## src/rtl/lock_supervisor_if.sv

```systemverilog
// Verdict/status bundle between the lock verdict source and lock_supervisor.
// The master drives attempts and acknowledges; the slave reports status.
interface lock_supervisor_if #(
    parameter int unsigned MAX_FAIL = 3
) ();
    logic                              attempt_valid;
    logic                              unlock;
    logic                              ack;
    logic                              ready;
    logic                              door_open;
    logic                              locked_out;
    logic                              alarm;
    logic [$clog2(MAX_FAIL + 1)-1:0]   fail_cnt;

    modport master (
        output attempt_valid, unlock, ack,
        input  ready, door_open, locked_out, alarm, fail_cnt
    );

    modport slave (
        input  attempt_valid, unlock, ack,
        output ready, door_open, locked_out, alarm, fail_cnt
    );
endinterface

```

## src/rtl/lock_supervisor.sv

```systemverilog
// Door/lockout supervisor fed by the lock verdict; state updates on the falling clock edge.
// Define LOCK_SUPERVISOR_ALARM_EN to escalate repeated lockouts to a latched alarm.
module lock_supervisor #(
    parameter int unsigned MAX_FAIL       = 3,
    parameter int unsigned OPEN_CYCLES    = 8,
    parameter int unsigned LOCKOUT_CYCLES = 32
) (
    input  logic              clk,
    input  logic              clear,
    lock_supervisor_if.slave  bus
);
    localparam int unsigned FW   = $clog2(MAX_FAIL + 1);
    localparam int unsigned TMAX = (OPEN_CYCLES > LOCKOUT_CYCLES) ? OPEN_CYCLES : LOCKOUT_CYCLES;
    localparam int unsigned TW   = (TMAX > 1) ? $clog2(TMAX) : 1;

    localparam logic [TW-1:0] OPEN_LOAD = TW'(OPEN_CYCLES - 1);
    localparam logic [TW-1:0] LOCK_LOAD = TW'(LOCKOUT_CYCLES - 1);
    localparam logic [FW-1:0] FAIL_LAST = FW'(MAX_FAIL - 1);

    typedef enum logic [1:0] {
        ST_IDLE,
        ST_OPEN,
        ST_LOCKOUT
`ifdef LOCK_SUPERVISOR_ALARM_EN
        , ST_ALARM
`endif
    } state_t;

    state_t          r_state;
    logic [TW-1:0]   r_timer;
    logic [FW-1:0]   r_fail_cnt;
    logic            r_ready;
    logic            r_door_open;
    logic            r_locked_out;
`ifdef LOCK_SUPERVISOR_ALARM_EN
    logic [1:0]      r_lock_cnt;
    logic            r_alarm;
`endif

    always_ff @(negedge clk or negedge clear) begin
        if (!clear) begin
            r_state      <= ST_IDLE;
            r_timer      <= '0;
            r_fail_cnt   <= '0;
            r_ready      <= 1'b1;
            r_door_open  <= 1'b0;
            r_locked_out <= 1'b0;
`ifdef LOCK_SUPERVISOR_ALARM_EN
            r_lock_cnt   <= '0;
            r_alarm      <= 1'b0;
`endif
        end else begin
            case (r_state)
                ST_IDLE: begin
                    if (bus.attempt_valid) begin
                        if (bus.unlock) begin
                            r_fail_cnt  <= '0;
                            r_timer     <= OPEN_LOAD;
                            r_state     <= ST_OPEN;
                            r_door_open <= 1'b1;
                            r_ready     <= 1'b0;
`ifdef LOCK_SUPERVISOR_ALARM_EN
                            r_lock_cnt  <= '0;
`endif
                        end else if (r_fail_cnt == FAIL_LAST) begin
                            r_fail_cnt   <= '0;
                            r_timer      <= LOCK_LOAD;
                            r_state      <= ST_LOCKOUT;
                            r_locked_out <= 1'b1;
                            r_ready      <= 1'b0;
`ifdef LOCK_SUPERVISOR_ALARM_EN
                            if (r_lock_cnt != 2'd3) begin
                                r_lock_cnt <= r_lock_cnt + 2'd1;
                            end
`endif
                        end else begin
                            r_fail_cnt <= r_fail_cnt + 1'b1;
                        end
                    end
                end
                ST_OPEN: begin
                    if (r_timer == '0) begin
                        r_state     <= ST_IDLE;
                        r_door_open <= 1'b0;
                        r_ready     <= 1'b1;
                    end else begin
                        r_timer <= r_timer - 1'b1;
                    end
                end
                ST_LOCKOUT: begin
                    if (r_timer == '0) begin
`ifdef LOCK_SUPERVISOR_ALARM_EN
                        // locked_out stays high straight through into the alarm
                        if (r_lock_cnt >= 2'd2) begin
                            r_state <= ST_ALARM;
                            r_alarm <= 1'b1;
                        end else begin
                            r_state      <= ST_IDLE;
                            r_locked_out <= 1'b0;
                            r_ready      <= 1'b1;
                        end
`else
                        r_state      <= ST_IDLE;
                        r_locked_out <= 1'b0;
                        r_ready      <= 1'b1;
`endif
                    end else begin
                        r_timer <= r_timer - 1'b1;
                    end
                end
`ifdef LOCK_SUPERVISOR_ALARM_EN
                ST_ALARM: begin
                    if (bus.ack) begin
                        r_state      <= ST_IDLE;
                        r_alarm      <= 1'b0;
                        r_locked_out <= 1'b0;
                        r_ready      <= 1'b1;
                        r_lock_cnt   <= '0;
                        r_fail_cnt   <= '0;
                    end
                end
`endif
                default: begin
                    r_state      <= ST_IDLE;
                    r_door_open  <= 1'b0;
                    r_locked_out <= 1'b0;
                    r_ready      <= 1'b1;
                end
            endcase
        end
    end

    assign bus.ready      = r_ready;
    assign bus.door_open  = r_door_open;
    assign bus.locked_out = r_locked_out;
    assign bus.fail_cnt   = r_fail_cnt;

`ifdef LOCK_SUPERVISOR_ALARM_EN
    assign bus.alarm = r_alarm;
`else
    logic w_unused_ack;
    assign w_unused_ack = bus.ack;
    assign bus.alarm    = 1'b0;
`endif
endmodule

```

## src/flat_wrapper.sv

```systemverilog
// flat-port wrapper written by rule: the top's interface ports become plain ports
module lock_supervisor_flat 
#(
    parameter int unsigned MAX_FAIL       = 3,
    parameter int unsigned OPEN_CYCLES    = 8,
    parameter int unsigned LOCKOUT_CYCLES = 32
)
  (clk, clear, bus_attempt_valid, bus_unlock, bus_ack, bus_ready, bus_door_open, bus_locked_out, bus_alarm, bus_fail_cnt);
  lock_supervisor_if #(.MAX_FAIL(MAX_FAIL)) bus_i ();
  input  logic clk;
  input  logic clear;
  input wire logic [$bits(bus_i.attempt_valid)-1:0] bus_attempt_valid;
  input wire logic [$bits(bus_i.unlock)-1:0] bus_unlock;
  input wire logic [$bits(bus_i.ack)-1:0] bus_ack;
  output wire logic [$bits(bus_i.ready)-1:0] bus_ready;
  output wire logic [$bits(bus_i.door_open)-1:0] bus_door_open;
  output wire logic [$bits(bus_i.locked_out)-1:0] bus_locked_out;
  output wire logic [$bits(bus_i.alarm)-1:0] bus_alarm;
  output wire logic [$bits(bus_i.fail_cnt)-1:0] bus_fail_cnt;
  assign bus_i.attempt_valid = bus_attempt_valid;
  assign bus_i.unlock = bus_unlock;
  assign bus_i.ack = bus_ack;
  assign bus_ready = bus_i.ready;
  assign bus_door_open = bus_i.door_open;
  assign bus_locked_out = bus_i.locked_out;
  assign bus_alarm = bus_i.alarm;
  assign bus_fail_cnt = bus_i.fail_cnt;
  lock_supervisor #(.MAX_FAIL(MAX_FAIL), .OPEN_CYCLES(OPEN_CYCLES), .LOCKOUT_CYCLES(LOCKOUT_CYCLES)) u_core (.clk(clk), .clear(clear), .bus(bus_i));
endmodule
```

## config.mk

```make
export PLATFORM = sky130hd
export DESIGN_NAME = lock_supervisor_flat
export DESIGN_NICKNAME = d
export VERILOG_FILES = /design/src/rtl/lock_supervisor_if.sv /design/src/rtl/lock_supervisor.sv /design/src/flat_wrapper.sv
export SDC_FILE = /design/constraint.sdc
export NUM_CORES = 1
export LEC_CHECK = 0
export CAP_MARGIN = 10
export CORE_MARGIN = 8
export CORE_UTILIZATION = 46
export DETAILED_ROUTE_END_ITERATION = 10
export PLACE_DENSITY = 0.84
export SLEW_MARGIN = 25
export SYNTH_ARGS = -nofsm -noshare
export SYNTH_HDL_FRONTEND = slang
export SYNTH_SLANG_ARGS = --single-unit
export TNS_END_PERCENT = 5
```

## constraint.sdc

```tcl
create_clock -name clk -period 2.03 [get_ports clk]
set_clock_uncertainty 0.15 [all_clocks]
set_input_delay 0.3045 -clock clk [delete_from_list [all_inputs] [get_ports clk]]
set_output_delay 0.3045 -clock clk [all_outputs]
set_load 0.005 [all_outputs]
```

==> results.tsv <==
metric	value	unit
Worst Hold Path EP	u_core.r_timer[3]	
Root Driver	clkbuf_4	
Req. time, crit path	1.58	ns
cells after synthesis	73	
IO Pins	11	
Bufs on Longest Clock Path	2	
Syn Nets	82	
core footprint	0.00147	sq mm
Max Cap Viol	0	
WHS Path Cells	1	
CTS buffer count	3	
synthesized flop and latch total	12	
layout cell share with drive strength beyond 1	41.8	%
via density per instance	5.53	
Placed Cells	110	
die height	55.3	um
leakage	0.472	nW
Max stage delay on crit path	0.53	ns
Final setup violation count	6	
Reg-to-Reg Start	u_core.r_timer[0]	
Worst EP arrival	1.97	ns
placed inst area	922	sq um
Row Count	14	
Crit. End Element	output pin	
cells along the critical path	buf_6	
top_reg_cell synth	dfrtn_1	
vias post-DR	630	
sequential share of the synthesized area	42.4	%
Fin. Hold Viols	0	
WL final	1770	um
# port buffers	8	
Reg clk slew, reported paths	0.06	ns
violations in the final reports	setup timing	
FFs w/ async S/R, synth	100	%
total track usage	12.6	%
Max FO, Critical Path	2	
HP Class	reg -> reg	
DP Worst Slack	-0.786	ns
Yosys cell types	31	
Mapped Area	711	sq um
Peak VDD IR	858	uV
R2R depth	7	
Routed Antenna Nets	0	
CP max-delay cell	dfstp_2	
PD cells	1550	mW/mm^2
largest net degree at the start of global routing	9	
DRC errors left	0	
Design Area, Final	957	sq um
Initial Utilization	48.3	%
min-delay src	u_core.r_timer[3]	
Crit Path Category	reg -> out	
wire per inst	15.5	um
Slew Limit Fails	0	
GP Congestion	0.830	
cts hold-fix bufs	0	
CTS sink cnt	12	
number of antenna violations at the first check in global routing	0	
H-tree Lvls	1	
setup TNS	-1.49	ns
r2r setup slk	0.08	ns
Worst-Skew Late Latency	0.29	ns
RSZ-0062 raised after global routing	true	
syn avg cell area	9.74	sq um
placed wire-length estimate	1390	um
CP startpoint	u_core.bus.ready	
warnings from Yosys	0	
die area	0.00306	sq mm
status	finished with violations	
drt pass-1 iters	4	
CP Launch Type	register	
r2r endpoint	u_core.bus.locked_out	
area delta synth->final	34.7	%
Setup WS post-layout	-0.395	ns
cell family with most CP delay	flip-flops	
grt total ovfl	0	
first-pass GRT wire length	3110	um
n_diodes	0	
number of synthesized flops with an enable pin	0	
CP bufs+invs	1	
vias in the first global route	662	
non-filler cells, final	114	
DIE WIDTH	55.3	um
CTS tree	yes	
fin nets	108	
Final Core Density	65.1	%
DRT iter0 DRCs	6	
[Yosys cell counts, types with 2 or more instances]
master / instances / area share, %
dfrtn_1: 11 / 39
inv_1: 10 / 5.3
a21oi_1: 9 / 6.3
ha_1: 4 / 7.0
nor2_1: 4 / 2.1
nand2_1: 3 / 1.6
nor3_1: 3 / 2.1
o22ai_1: 3 / 2.6
a21o_1: 2 / 2.1
a41oi_1: 2 / 2.5
mux2i_1: 2 / 2.8
[where the power goes]
part | internal, W | switching [W] | leakage [nW]
sequential | 0.000362 | 0.0000693 | 0.145
clock | 0.000112 | 0.0000966 | 0.0263
combinational | 0.000419 | 0.000429 | 0.301
total | 0.000893 | 0.000595 | 0.472
[worst max path at each step]
| stage | end | slack [ns] | cells after the start |
|---|---|---|---|
| after floorplan | u_core.r_timer[2] | -0.16 | 3 |
| after global placement | u_core.r_timer[2] | -0.74 | 4 |
| after detailed placement | u_core.r_timer[2] | -0.79 | 4 |
| after CTS | bus_ready | -0.41 | 1 |
| after global routing | bus_ready | -0.43 | 1 |
| final | bus_ready | -0.40 | 1 |
[what timing repair did]
item / 4_1_cts / 5_1_grt
pin swaps: 1 / 1
resized for setup: 31 / 6
buffers inserted: 0 / 0
setup endpoints to repair: 17 / 13
[flip-flops by register name, indices dropped and copies added (netlist names)]
| name | cells |
|---|---|
| u_core.bus.fail_cnt | 2 |
| u_core.r_state | 2 |
| u_core.bus.ready | 1 |
| u_core.bus.door_open | 1 |
| u_core.bus.locked_out | 1 |
| u_core.r_timer | 5 |
[metal layers]
| layer | wire (um) | vias to the layer above | global-route usage, % |
|---|---|---|---|
| met5 | 0 | - | 0 |
| met4 | 46 | 0 | 8.45 |
| met3 | 54 | 4 | 3.20 |
| met2 | 889 | 9 | 20.5 |
| met1 | 777 | 309 | 14.0 |
| li1 | - | 308 | - |
[cells by family after synthesis]
family | synth area share [%]
buffers and inverters | 7.04
AO/OA/AOI/OAI | 23.9
AND/OR/NAND/NOR | 12.5
adder cells (fa/ha/maj) | 7.04
flip-flops | 42.4
other | 0.528
multiplexers | 6.51
[cells in the final DEF, fill, tap and decap left out, types with 2 or more instances in the layout]
cell / count
a21oi_2: 4
inv_1: 9
o22ai_1: 2
dfrtn_1: 11
nor3_1: 3
nor2_1: 4
buf_2: 5
nand2_1: 2
buf_4: 15
clkbuf_4: 4
a41oi_1: 2
a21o_1: 2
a21oi_1: 5
ha_1: 4
mux2i_1: 2
[per-stage QoR]
step / power [W] / hold WS (ns)
2_1_floorplan: 0.000941 / 0.290
3_3_place_gp: 0.00123 / 0.322
3_5_place_dp: 0.00127 / 0.332
4_1_cts: 0.00145 / 0.332
5_1_grt: 0.00161 / 0.365
6_report: 0.00149 / 0.337
[cell type report]
class	count	area [sq um]
Sequential cell	12	302
Inverter	9	33.8
Clock buffer	4	36.3
Tap cell	16	20.0
Timing Repair Buffer	23	166
Multi-Input combinational cell	49	395
Fill cell	116	514
Clock inverter	1	3.75
Note: power is estimated with default switching activity, not from simulation.
